### src/rtl/dz_pkg.sv
// Shared types and constants for the DZ receive silo.
// Holds: the silo entry layout, RBUF bit positions, DEPTH/ALARM defaults,
// the scanner state encoding and the entry-to-RBUF packing helper.
package dz_pkg;

    localparam int unsigned DZ_DEPTH_DEF = 64;
    localparam int unsigned DZ_ALARM_DEF = 16;
    localparam int unsigned DZ_LINES     = 8;
    localparam int unsigned DZ_RBUF_W    = 16;

    // RBUF bit positions
    localparam int unsigned RB_VALID    = 15;
    localparam int unsigned RB_OVRN     = 14;
    localparam int unsigned RB_FRME     = 13;
    localparam int unsigned RB_PARE     = 12;
    localparam int unsigned RB_ZERO     = 11;
    localparam int unsigned RB_LINE_LSB = 8;
    localparam int unsigned RB_CHAR_LSB = 0;

    // One silo entry as stored in the FIFO
    typedef struct packed {
        logic       ovrn;
        logic       frme;
        logic       pare;
        logic [2:0] lnum;
        logic [7:0] chr;
    } dz_entry_t;

    typedef enum logic [1:0] {
        ST_IDLE  = 2'd0,
        ST_SCAN  = 2'd1,
        ST_CLEAR = 2'd2
    } dz_state_e;

    // Lay a valid entry out in RBUF format
    function automatic logic [DZ_RBUF_W-1:0] dz_rbuf(input dz_entry_t e);
        logic [DZ_RBUF_W-1:0] r;
        r                    = '0;
        r[RB_VALID]          = 1'b1;
        r[RB_OVRN]           = e.ovrn;
        r[RB_FRME]           = e.frme;
        r[RB_PARE]           = e.pare;
        r[RB_ZERO]           = 1'b0;
        r[RB_LINE_LSB +: 3]  = e.lnum;
        r[RB_CHAR_LSB +: 8]  = e.chr;
        return r;
    endfunction

endpackage

### src/rtl/dz_rx_silo_if.sv
// Bus between the DZ receive silo and its environment (UARTs + CSR side).
// master: UART/CSR side driving clr/mse/saen/rx*/rbufREAD.
// slave : the silo, driving rxclr/rbufDATA/rdone/sa.
interface dz_rx_silo_if;
    import dz_pkg::*;

    logic                  clr;
    logic                  mse;
    logic                  saen;
    logic [DZ_LINES-1:0]   rxfull;
    logic [DZ_LINES*8-1:0] rxdata;
    logic [DZ_LINES-1:0]   rxpare;
    logic [DZ_LINES-1:0]   rxfrme;
    logic [DZ_LINES-1:0]   rxclr;
    logic                  rbufREAD;
    logic [DZ_RBUF_W-1:0]  rbufDATA;
    logic                  rdone;
    logic                  sa;

    modport master (
        output clr, mse, saen, rxfull, rxdata, rxpare, rxfrme, rbufREAD,
        input  rxclr, rbufDATA, rdone, sa
    );

    modport slave (
        input  clr, mse, saen, rxfull, rxdata, rxpare, rxfrme, rbufREAD,
        output rxclr, rbufDATA, rdone, sa
    );

endinterface

### src/rtl/dz_silo_fifo.sv
// Synchronous FIFO holding silo entries.
// Ports: clk, rst (async active-low), clr_i (sync clear), wr_en_i/wr_data_i,
// rd_en_i, rd_data_o (head entry), full_o, empty_o, count_o.
// Writes into a full FIFO and reads from an empty FIFO are dropped.
module dz_silo_fifo
    import dz_pkg::*;
#(
    parameter int unsigned DEPTH = DZ_DEPTH_DEF
) (
    input  logic                       clk,
    input  logic                       rst,
    input  logic                       clr_i,
    input  logic                       wr_en_i,
    input  dz_entry_t                  wr_data_i,
    input  logic                       rd_en_i,
    output dz_entry_t                  rd_data_o,
    output logic                       full_o,
    output logic                       empty_o,
    output logic [$clog2(DEPTH):0]     count_o
);

    localparam int unsigned AW = $clog2(DEPTH);
    localparam int unsigned CW = AW + 1;

    dz_entry_t         mem [DEPTH];
    logic [AW-1:0]     wr_ptr_q, rd_ptr_q;
    logic [CW-1:0]     count_q;
    logic              push, pop;

    assign full_o    = (count_q == CW'(DEPTH));
    assign empty_o   = (count_q == '0);
    assign count_o   = count_q;
    assign rd_data_o = mem[rd_ptr_q];
    assign push      = wr_en_i && !full_o && !clr_i;
    assign pop       = rd_en_i && !empty_o && !clr_i;

    // Pointers and occupancy, all modulo DEPTH
    always_ff @(posedge clk or negedge rst) begin
        if (!rst) begin
            wr_ptr_q <= '0;
            rd_ptr_q <= '0;
            count_q  <= '0;
        end else if (clr_i) begin
            wr_ptr_q <= '0;
            rd_ptr_q <= '0;
            count_q  <= '0;
        end else begin
            if (push) wr_ptr_q <= wr_ptr_q + AW'(1);
            if (pop)  rd_ptr_q <= rd_ptr_q + AW'(1);
            count_q <= count_q + CW'(push) - CW'(pop);
        end
    end

    // Storage array; contents are don't-care while empty
    always_ff @(posedge clk) begin
        if (push) mem[wr_ptr_q] <= wr_data_i;
    end

endmodule

### src/rtl/dz_rx_silo.sv
// DZ receive silo: scans eight UART receivers, pushes characters into a
// FIFO silo, tracks overrun, and raises a silo alarm.
// Ports: clk, rst (async active-low), bus (dz_rx_silo_if.slave).
// Optional: define DZ_SILO_ALARM_EN to build the silo alarm counter/flag;
// otherwise sa is tied low and saen is ignored.
module dz_rx_silo
    import dz_pkg::*;
#(
    parameter int unsigned DEPTH = DZ_DEPTH_DEF,
    parameter int unsigned ALARM = DZ_ALARM_DEF
) (
    input  logic         clk,
    input  logic         rst,
    dz_rx_silo_if.slave  bus
);

    localparam int unsigned CW = $clog2(DEPTH) + 1;

    dz_state_e     state_q, state_d;
    logic [2:0]    line_q, line_d;
    logic [7:0]    rxclr_q, rxclr_d;
    logic          ovrn_q, ovrn_d;
    logic          wr_en, rd_en;
    dz_entry_t     wr_entry, head;
    logic          full, empty;
    logic [CW-1:0] count;

    assign rd_en = bus.rbufREAD && !bus.clr;

    // Scanner next-state, write request and overrun tracking
    always_comb begin
        state_d  = state_q;
        line_d   = line_q;
        rxclr_d  = '0;
        ovrn_d   = ovrn_q;
        wr_en    = 1'b0;
        wr_entry = '{ovrn: ovrn_q,
                     frme: bus.rxfrme[line_q],
                     pare: bus.rxpare[line_q],
                     lnum: line_q,
                     chr:  bus.rxdata[{line_q, 3'b000} +: 8]};
        case (state_q)
            ST_IDLE: begin
                if (bus.mse) state_d = ST_SCAN;
            end
            ST_SCAN: begin
                if (!bus.mse) begin
                    state_d = ST_IDLE;
                end else begin
                    line_d = line_q + 3'd1;
                    if (bus.rxfull[line_q]) begin
                        rxclr_d[line_q] = 1'b1;
                        state_d         = ST_CLEAR;
                        if (full) begin
                            ovrn_d = 1'b1;
                        end else begin
                            wr_en  = 1'b1;
                            ovrn_d = 1'b0;
                        end
                    end
                end
            end
            // Dead cycle so the UART flag drops before the next sample
            ST_CLEAR: begin
                state_d = bus.mse ? ST_SCAN : ST_IDLE;
            end
            default: state_d = ST_IDLE;
        endcase
        if (bus.clr) begin
            state_d = ST_IDLE;
            line_d  = '0;
            rxclr_d = '0;
            ovrn_d  = 1'b0;
            wr_en   = 1'b0;
        end
    end

    // Scanner state register
    always_ff @(posedge clk or negedge rst) begin
        if (!rst) begin
            state_q <= ST_IDLE;
            line_q  <= '0;
            rxclr_q <= '0;
            ovrn_q  <= 1'b0;
        end else begin
            state_q <= state_d;
            line_q  <= line_d;
            rxclr_q <= rxclr_d;
            ovrn_q  <= ovrn_d;
        end
    end

    dz_silo_fifo #(.DEPTH(DEPTH)) u_fifo (
        .clk       (clk),
        .rst       (rst),
        .clr_i     (bus.clr),
        .wr_en_i   (wr_en),
        .wr_data_i (wr_entry),
        .rd_en_i   (rd_en),
        .rd_data_o (head),
        .full_o    (full),
        .empty_o   (empty),
        .count_o   (count)
    );

    assign bus.rxclr    = rxclr_q;
    assign bus.rdone    = (count != '0);
    assign bus.rbufDATA = empty ? '0 : dz_rbuf(head);

`ifdef DZ_SILO_ALARM_EN
    localparam int unsigned ALW = $clog2(ALARM + 1);

    logic [ALW-1:0] acnt_q, acnt_d;
    logic           sa_q, sa_d;

    // Writes since last read, saturating at ALARM
    always_comb begin
        acnt_d = acnt_q;
        sa_d   = sa_q;
        if (bus.clr || !bus.saen || bus.rbufREAD) begin
            acnt_d = '0;
            sa_d   = 1'b0;
        end else begin
            if (wr_en && (acnt_q != ALW'(ALARM))) acnt_d = acnt_q + ALW'(1);
            if (acnt_d == ALW'(ALARM)) sa_d = 1'b1;
        end
    end

    always_ff @(posedge clk or negedge rst) begin
        if (!rst) begin
            acnt_q <= '0;
            sa_q   <= 1'b0;
        end else begin
            acnt_q <= acnt_d;
            sa_q   <= sa_d;
        end
    end

    assign bus.sa = sa_q;
`else
    localparam int unsigned unused_alarm = ALARM;
    logic unused_saen;
    assign unused_saen = bus.saen;
    assign bus.sa      = 1'b0;
`endif

endmodule

### src/flat_wrapper.sv
// flat-port wrapper written by rule: the top's interface ports become plain ports
module dz_rx_silo_flat import dz_pkg::*;
#(
    parameter int unsigned DEPTH = DZ_DEPTH_DEF,
    parameter int unsigned ALARM = DZ_ALARM_DEF
)
  (clk, rst, bus_clr, bus_mse, bus_saen, bus_rxfull, bus_rxdata, bus_rxpare, bus_rxfrme, bus_rbufREAD, bus_rxclr, bus_rbufDATA, bus_rdone, bus_sa);
  dz_rx_silo_if bus_i ();
  input  logic clk;
  input  logic rst;
  input wire logic [$bits(bus_i.clr)-1:0] bus_clr;
  input wire logic [$bits(bus_i.mse)-1:0] bus_mse;
  input wire logic [$bits(bus_i.saen)-1:0] bus_saen;
  input wire logic [$bits(bus_i.rxfull)-1:0] bus_rxfull;
  input wire logic [$bits(bus_i.rxdata)-1:0] bus_rxdata;
  input wire logic [$bits(bus_i.rxpare)-1:0] bus_rxpare;
  input wire logic [$bits(bus_i.rxfrme)-1:0] bus_rxfrme;
  input wire logic [$bits(bus_i.rbufREAD)-1:0] bus_rbufREAD;
  output wire logic [$bits(bus_i.rxclr)-1:0] bus_rxclr;
  output wire logic [$bits(bus_i.rbufDATA)-1:0] bus_rbufDATA;
  output wire logic [$bits(bus_i.rdone)-1:0] bus_rdone;
  output wire logic [$bits(bus_i.sa)-1:0] bus_sa;
  assign bus_i.clr = bus_clr;
  assign bus_i.mse = bus_mse;
  assign bus_i.saen = bus_saen;
  assign bus_i.rxfull = bus_rxfull;
  assign bus_i.rxdata = bus_rxdata;
  assign bus_i.rxpare = bus_rxpare;
  assign bus_i.rxfrme = bus_rxfrme;
  assign bus_i.rbufREAD = bus_rbufREAD;
  assign bus_rxclr = bus_i.rxclr;
  assign bus_rbufDATA = bus_i.rbufDATA;
  assign bus_rdone = bus_i.rdone;
  assign bus_sa = bus_i.sa;
  dz_rx_silo #(.DEPTH(DEPTH), .ALARM(ALARM)) u_core (.clk(clk), .rst(rst), .bus(bus_i));
endmodule
### config.mk
export PLATFORM = sky130hd
export DESIGN_NAME = dz_rx_silo_flat
export DESIGN_NICKNAME = d
export VERILOG_FILES = /design/src/rtl/dz_pkg.sv /design/src/rtl/dz_rx_silo_if.sv /design/src/rtl/dz_silo_fifo.sv /design/src/rtl/dz_rx_silo.sv /design/src/flat_wrapper.sv
export SDC_FILE = /design/constraint.sdc
export NUM_CORES = 1
export LEC_CHECK = 0
export ABC_AREA = 1
export ABC_CLOCK_PERIOD_IN_PS = 7050
export CAP_MARGIN = 15
export CORE_ASPECT_RATIO = 0.7
export CORE_MARGIN = 2
export CORE_UTILIZATION = 30
export DETAILED_ROUTE_END_ITERATION = 10
export HOLD_SLACK_MARGIN = 0.15
export MAX_ROUTING_LAYER = met4
export SYNTH_ARGS = -nofsm -noshare
export SYNTH_HDL_FRONTEND = slang
export SYNTH_SLANG_ARGS = --single-unit
### constraint.sdc
create_clock -name clk -period 7.05 [get_ports clk]
set_clock_uncertainty 0.1 [all_clocks]
set_input_delay 1.41 -clock clk [delete_from_list [all_inputs] [get_ports clk]]
set_output_delay 1.41 -clock clk [all_outputs]
set_load 0.1 [all_outputs]
==> insert_results.sql <==
INSERT INTO impl_metrics (metric_group, metric, value, unit) VALUES
('hold_path', 'min-delay-path-class', 'flip-flop to flip-flop', ''),
('cells_and_area', 'antenna_cells_inserted', '0', ''),
('cells_and_area', 'nNetsFinal', '3679', ''),
('worst_setup_path', 'critical_path_cell_sequence', 'buf_4 -> nor2_4 -> buf_4 -> nand2_1 -> nand2_1 -> nor3_1 -> nor2_1 -> nor2_1 -> nor2_1 -> buf_4', ''),
('synthesis', 'synth.distinct_cells', '41', ''),
('timing', 'setup_slack', '0.939', 'ns'),
('die', 'core-area', '128000', 'um2'),
('die', 'dieArea', '132000', 'um2'),
('power', 'power_report.internal_total', '0.00940', 'W'),
('timing', 'finalHoldViolCount', '0', ''),
('worst_setup_path', 'critical_path.slowest_cell', 'sky130_fd_sc_hd__dfrtp_4', ''),
('die', 'die_h', '305', 'um'),
('flow_run', 'timing.max_cap.violations', '0', ''),
('worst_setup_path', 'crit_fanout', '71', ''),
('grt', 'grt.total_usage', '16.6', '%'),
('cts', 'tritoncts', 'done', ''),
('power', 'power.net_switching', '0.00432', 'W'),
('power', 'switch_share', '31.5', '%'),
('synthesis', 'synth-seq-area-share', '71.6', '%'),
('die', 'dieWidth', '433', 'um'),
('die', 'top_level_ports', '120', ''),
('synthesis', 'netlist_area', '38700', 'um2'),
('status', 'outcome', 'finished, final reports clean', ''),
('cells_and_area', 'syn_to_final_growth', '15.4', '%'),
('placement', 'post-dp-hpwl', '60600', 'um'),
('timing', 'rsz0062_at_grt', 'no', ''),
('timing', 'clock.fmax', '164', 'MHz'),
('cts', 'clk_latency_worst_skew_pair', '0.67', 'ns'),
('grt', 'first_pass_grt_wire_length', '159000', 'um'),
('detailed_routing', 'routed_via_density', '4.82', ''),
('detailed_routing', 'wl_per_cell', '20.1', 'um'),
('power', 'share_seq_of_total_power', '45.7', '%'),
('placement', 'gpl.final_weighted_congestion', '0.818', ''),
('power', 'clkPwrFrac', '33.3', '%'),
('placement', 'numPortBuffers', '116', ''),
('die', 'initial_utilization', '30.2', '%'),
('worst_setup_path', 'worst_setup_path_end_kind', 'output port', ''),
('timing', 'final.period_utilization', '86.7', '%'),
('power', 'comb_power_share', '21.0', '%'),
('synthesis', 'synth.avg_cell_area', '11.2', 'um2'),
('grt', 'grt_start_max_net_pins', '221', ''),
('power', 'ir_drop', '207', 'uV'),
('worst_setup_path', 'critical_path_arrival', '4.60', 'ns'),
('power', 'power-per-cell-area', '307', 'nW/um2'),
('timing', 'setup-violations-final', '0', ''),
('detailed_routing', 'drt_iter0_drc', '2909', ''),
('timing', 'fin_setup_tns', '0', 'ns'),
('worst_setup_path', 'setup.worst_path.class', 'flip-flop to output port', ''),
('synthesis', 'synth_enable_flop_cells', '896', ''),
('cts', 'clkSlewWorstSetupHoldPaths', '0.07', 'ns'),
('grt', 'global_route.overflow_total', '0', ''),
('cells_and_area', 'final_core_util', '34.8', '%'),
('die', 'placement_rows', '110', ''),
('power', 'fin_total_pwr', '0.0137', 'W'),
('cts', 'htreeDepth', '3', ''),
('cells_and_area', 'layout-drive-gt1-share', '7.75', '%'),
('cts', 'hold_buffers', '0', ''),
('cells_and_area', 'commonest_cells_after_routing_fill_and_taps_aside', 'sky130_fd_sc_hd__nand2_1, sky130_fd_sc_hd__edfxtp_1, sky130_fd_sc_hd__nand3_1', ''),
('worst_setup_path', 'worstPathBufferInverterCount', '3', ''),
('worst_setup_path', 'worst-endpoint-required', '5.54', 'ns'),
('synthesis', 'synth.yosys.warnings', '0', ''),
('cts', 'clockBufferDepth', '3', ''),
('synthesis', 'yosysTopAreaCellShare', '69.5', '%'),
('timing', 'final_max_slew_viol_count', '0', ''),
('cells_and_area', 'most_common_cell_after_layout_fill_and_taps_aside', 'sky130_fd_sc_hd__nand2_1', ''),
('timing', 'finalWorstPathRequiredPeriod', '6.11', 'ns'),
('grt', 'antenna_violations_before_repair', '1', ''),
('cts', 'post-cts-setup-buffers', '0', ''),
('detailed_routing', 'drt-pass1-iter-count', '8', ''),
('cts', 'cts-resized-gates', '0', ''),
('cts', 'clock_tree.root_cell', 'sky130_fd_sc_hd__clkbuf_16', '');
## power by group through the flow
stage                     Clock [W]  Sequential [W]  Combinational (W)
after CTS                   0.00463         0.00627            0.00288
after floorplan                   0         0.00634            0.00192
after global placement            0         0.00638            0.00284
after detailed placement          0         0.00639            0.00286
final                       0.00457         0.00627            0.00289
after global routing        0.00484         0.00627            0.00313
## flip-flops by register name, indices dropped and copies added, names as in the netlist
signal	count
u_core.u_fifo.count_o	7
u_core.line_q	3
u_core.ovrn_q	1
u_core.bus.rxclr	8
u_core.u_fifo.rd_ptr_q	6
u_core.u_fifo.mem	896
u_core.u_fifo.wr_ptr_q	6
u_core.state_q	2
## worst register-to-register path, cell delays in order, from the launching register on
cell	delay [ns]
sky130_fd_sc_hd__dfrtp_4	0.77
sky130_fd_sc_hd__buf_4	0.63
sky130_fd_sc_hd__nand2_1	0.11
sky130_fd_sc_hd__nand2_1	0.11
sky130_fd_sc_hd__nand2_1	0.05
sky130_fd_sc_hd__nand2_1	0.09
sky130_fd_sc_hd__nand2_1	0.06
sky130_fd_sc_hd__nand2_2	0.15
sky130_fd_sc_hd__nand3_4	0.17
sky130_fd_sc_hd__ha_1	0.35
sky130_fd_sc_hd__inv_1	0.06
sky130_fd_sc_hd__ha_1	0.17
sky130_fd_sc_hd__inv_1	0.07
sky130_fd_sc_hd__fa_1	0.38
sky130_fd_sc_hd__inv_1	0.11
sky130_fd_sc_hd__nand3_1	0.09
sky130_fd_sc_hd__nand2_1	0.10
sky130_fd_sc_hd__nand2_1	0.07
sky130_fd_sc_hd__nand2_1	0.08
sky130_fd_sc_hd__a21oi_1	0.08
sky130_fd_sc_hd__xor2_1	0.14
sky130_fd_sc_hd__nor2_1	0.05
## area by class of cell
class / instances / area, um2
clock inverters: 45 / 367
multi-input cells: 2299 / 9960
fillers: 12600 / 83600
well taps: 1736 / 2170
repair buffers: 213 / 1910
inverters: 45 / 194
flip-flops and latches: 929 / 27700
clock buffers: 107 / 2320
## cells in the mapped netlist, types with 3 or more instances
cell type                   count
sky130_fd_sc_hd__a21oi_1      139
sky130_fd_sc_hd__a221oi_1       3
sky130_fd_sc_hd__buf_1         14
sky130_fd_sc_hd__buf_2        108
sky130_fd_sc_hd__buf_4         25
sky130_fd_sc_hd__clkbuf_1      48
sky130_fd_sc_hd__clkinv_1       3
sky130_fd_sc_hd__dfrtp_1       33
sky130_fd_sc_hd__edfxtp_1     896
sky130_fd_sc_hd__ha_1          12
sky130_fd_sc_hd__inv_1         38
sky130_fd_sc_hd__nand2_1     1378
sky130_fd_sc_hd__nand2_2        6
sky130_fd_sc_hd__nand3_1      468
sky130_fd_sc_hd__nand3_4        5
sky130_fd_sc_hd__nand4_1        3
sky130_fd_sc_hd__nor2_1       199
sky130_fd_sc_hd__nor3_1        23
sky130_fd_sc_hd__o2111ai_1      4
sky130_fd_sc_hd__o21ai_0       27
sky130_fd_sc_hd__o31ai_1        4
sky130_fd_sc_hd__xor2_1         4
## logic make-up after synthesis
family / Yosys count / share of synthesized area [%]
simple gates: 2089 / 22.2
flops: 929 / 71.6
buf+inv: 242 / 2.99
compound gates: 189 / 2.61
fa+ha+maj: 13 / 0.439
xor+xnor: 6 / 0.136
other cells: 1 / 0.00969
## worst paths after layout
kind	startpoint	endpoint	slack [ns]	cells past startpoint
worst max-delay path	u_core.u_fifo.rd_ptr_q[1]	bus_rbufDATA[12]	0.94	10
worst min register to register	u_core.ovrn_q	u_core.ovrn_q	0.42	2
worst max register to register	u_core.line_q[0]	u_core.u_fifo.count_o[6]	2.95	21
max in group asynchronous	rst	u_core.line_q[0]	5.49	1
min in group asynchronous	rst	u_core.bus.rxclr[7]	0.74	1
worst min-delay path	u_core.ovrn_q	u_core.ovrn_q	0.42	2
## routing by layer
layer  wire length, um  up-vias  part of all wire [%]  track usage (%)
li1                  -    12100                     -                -
met1             50500    12600                    47             25.0
met2             44700     1079                    41             22.3
met3             10800      123                    10             3.87
met4              2170        0                   2.0             4.12
met5                 0        -                     0                -
## stage by stage
stage                     area [um2]  cells
final                          44700   5374
after global routing           44700   5374
after CTS                      44700   5374
after detailed placement       42000   5222
after global placement         42000   5222
after floorplan                38700   3470
Note: power is estimated with default switching activity, not from simulation.
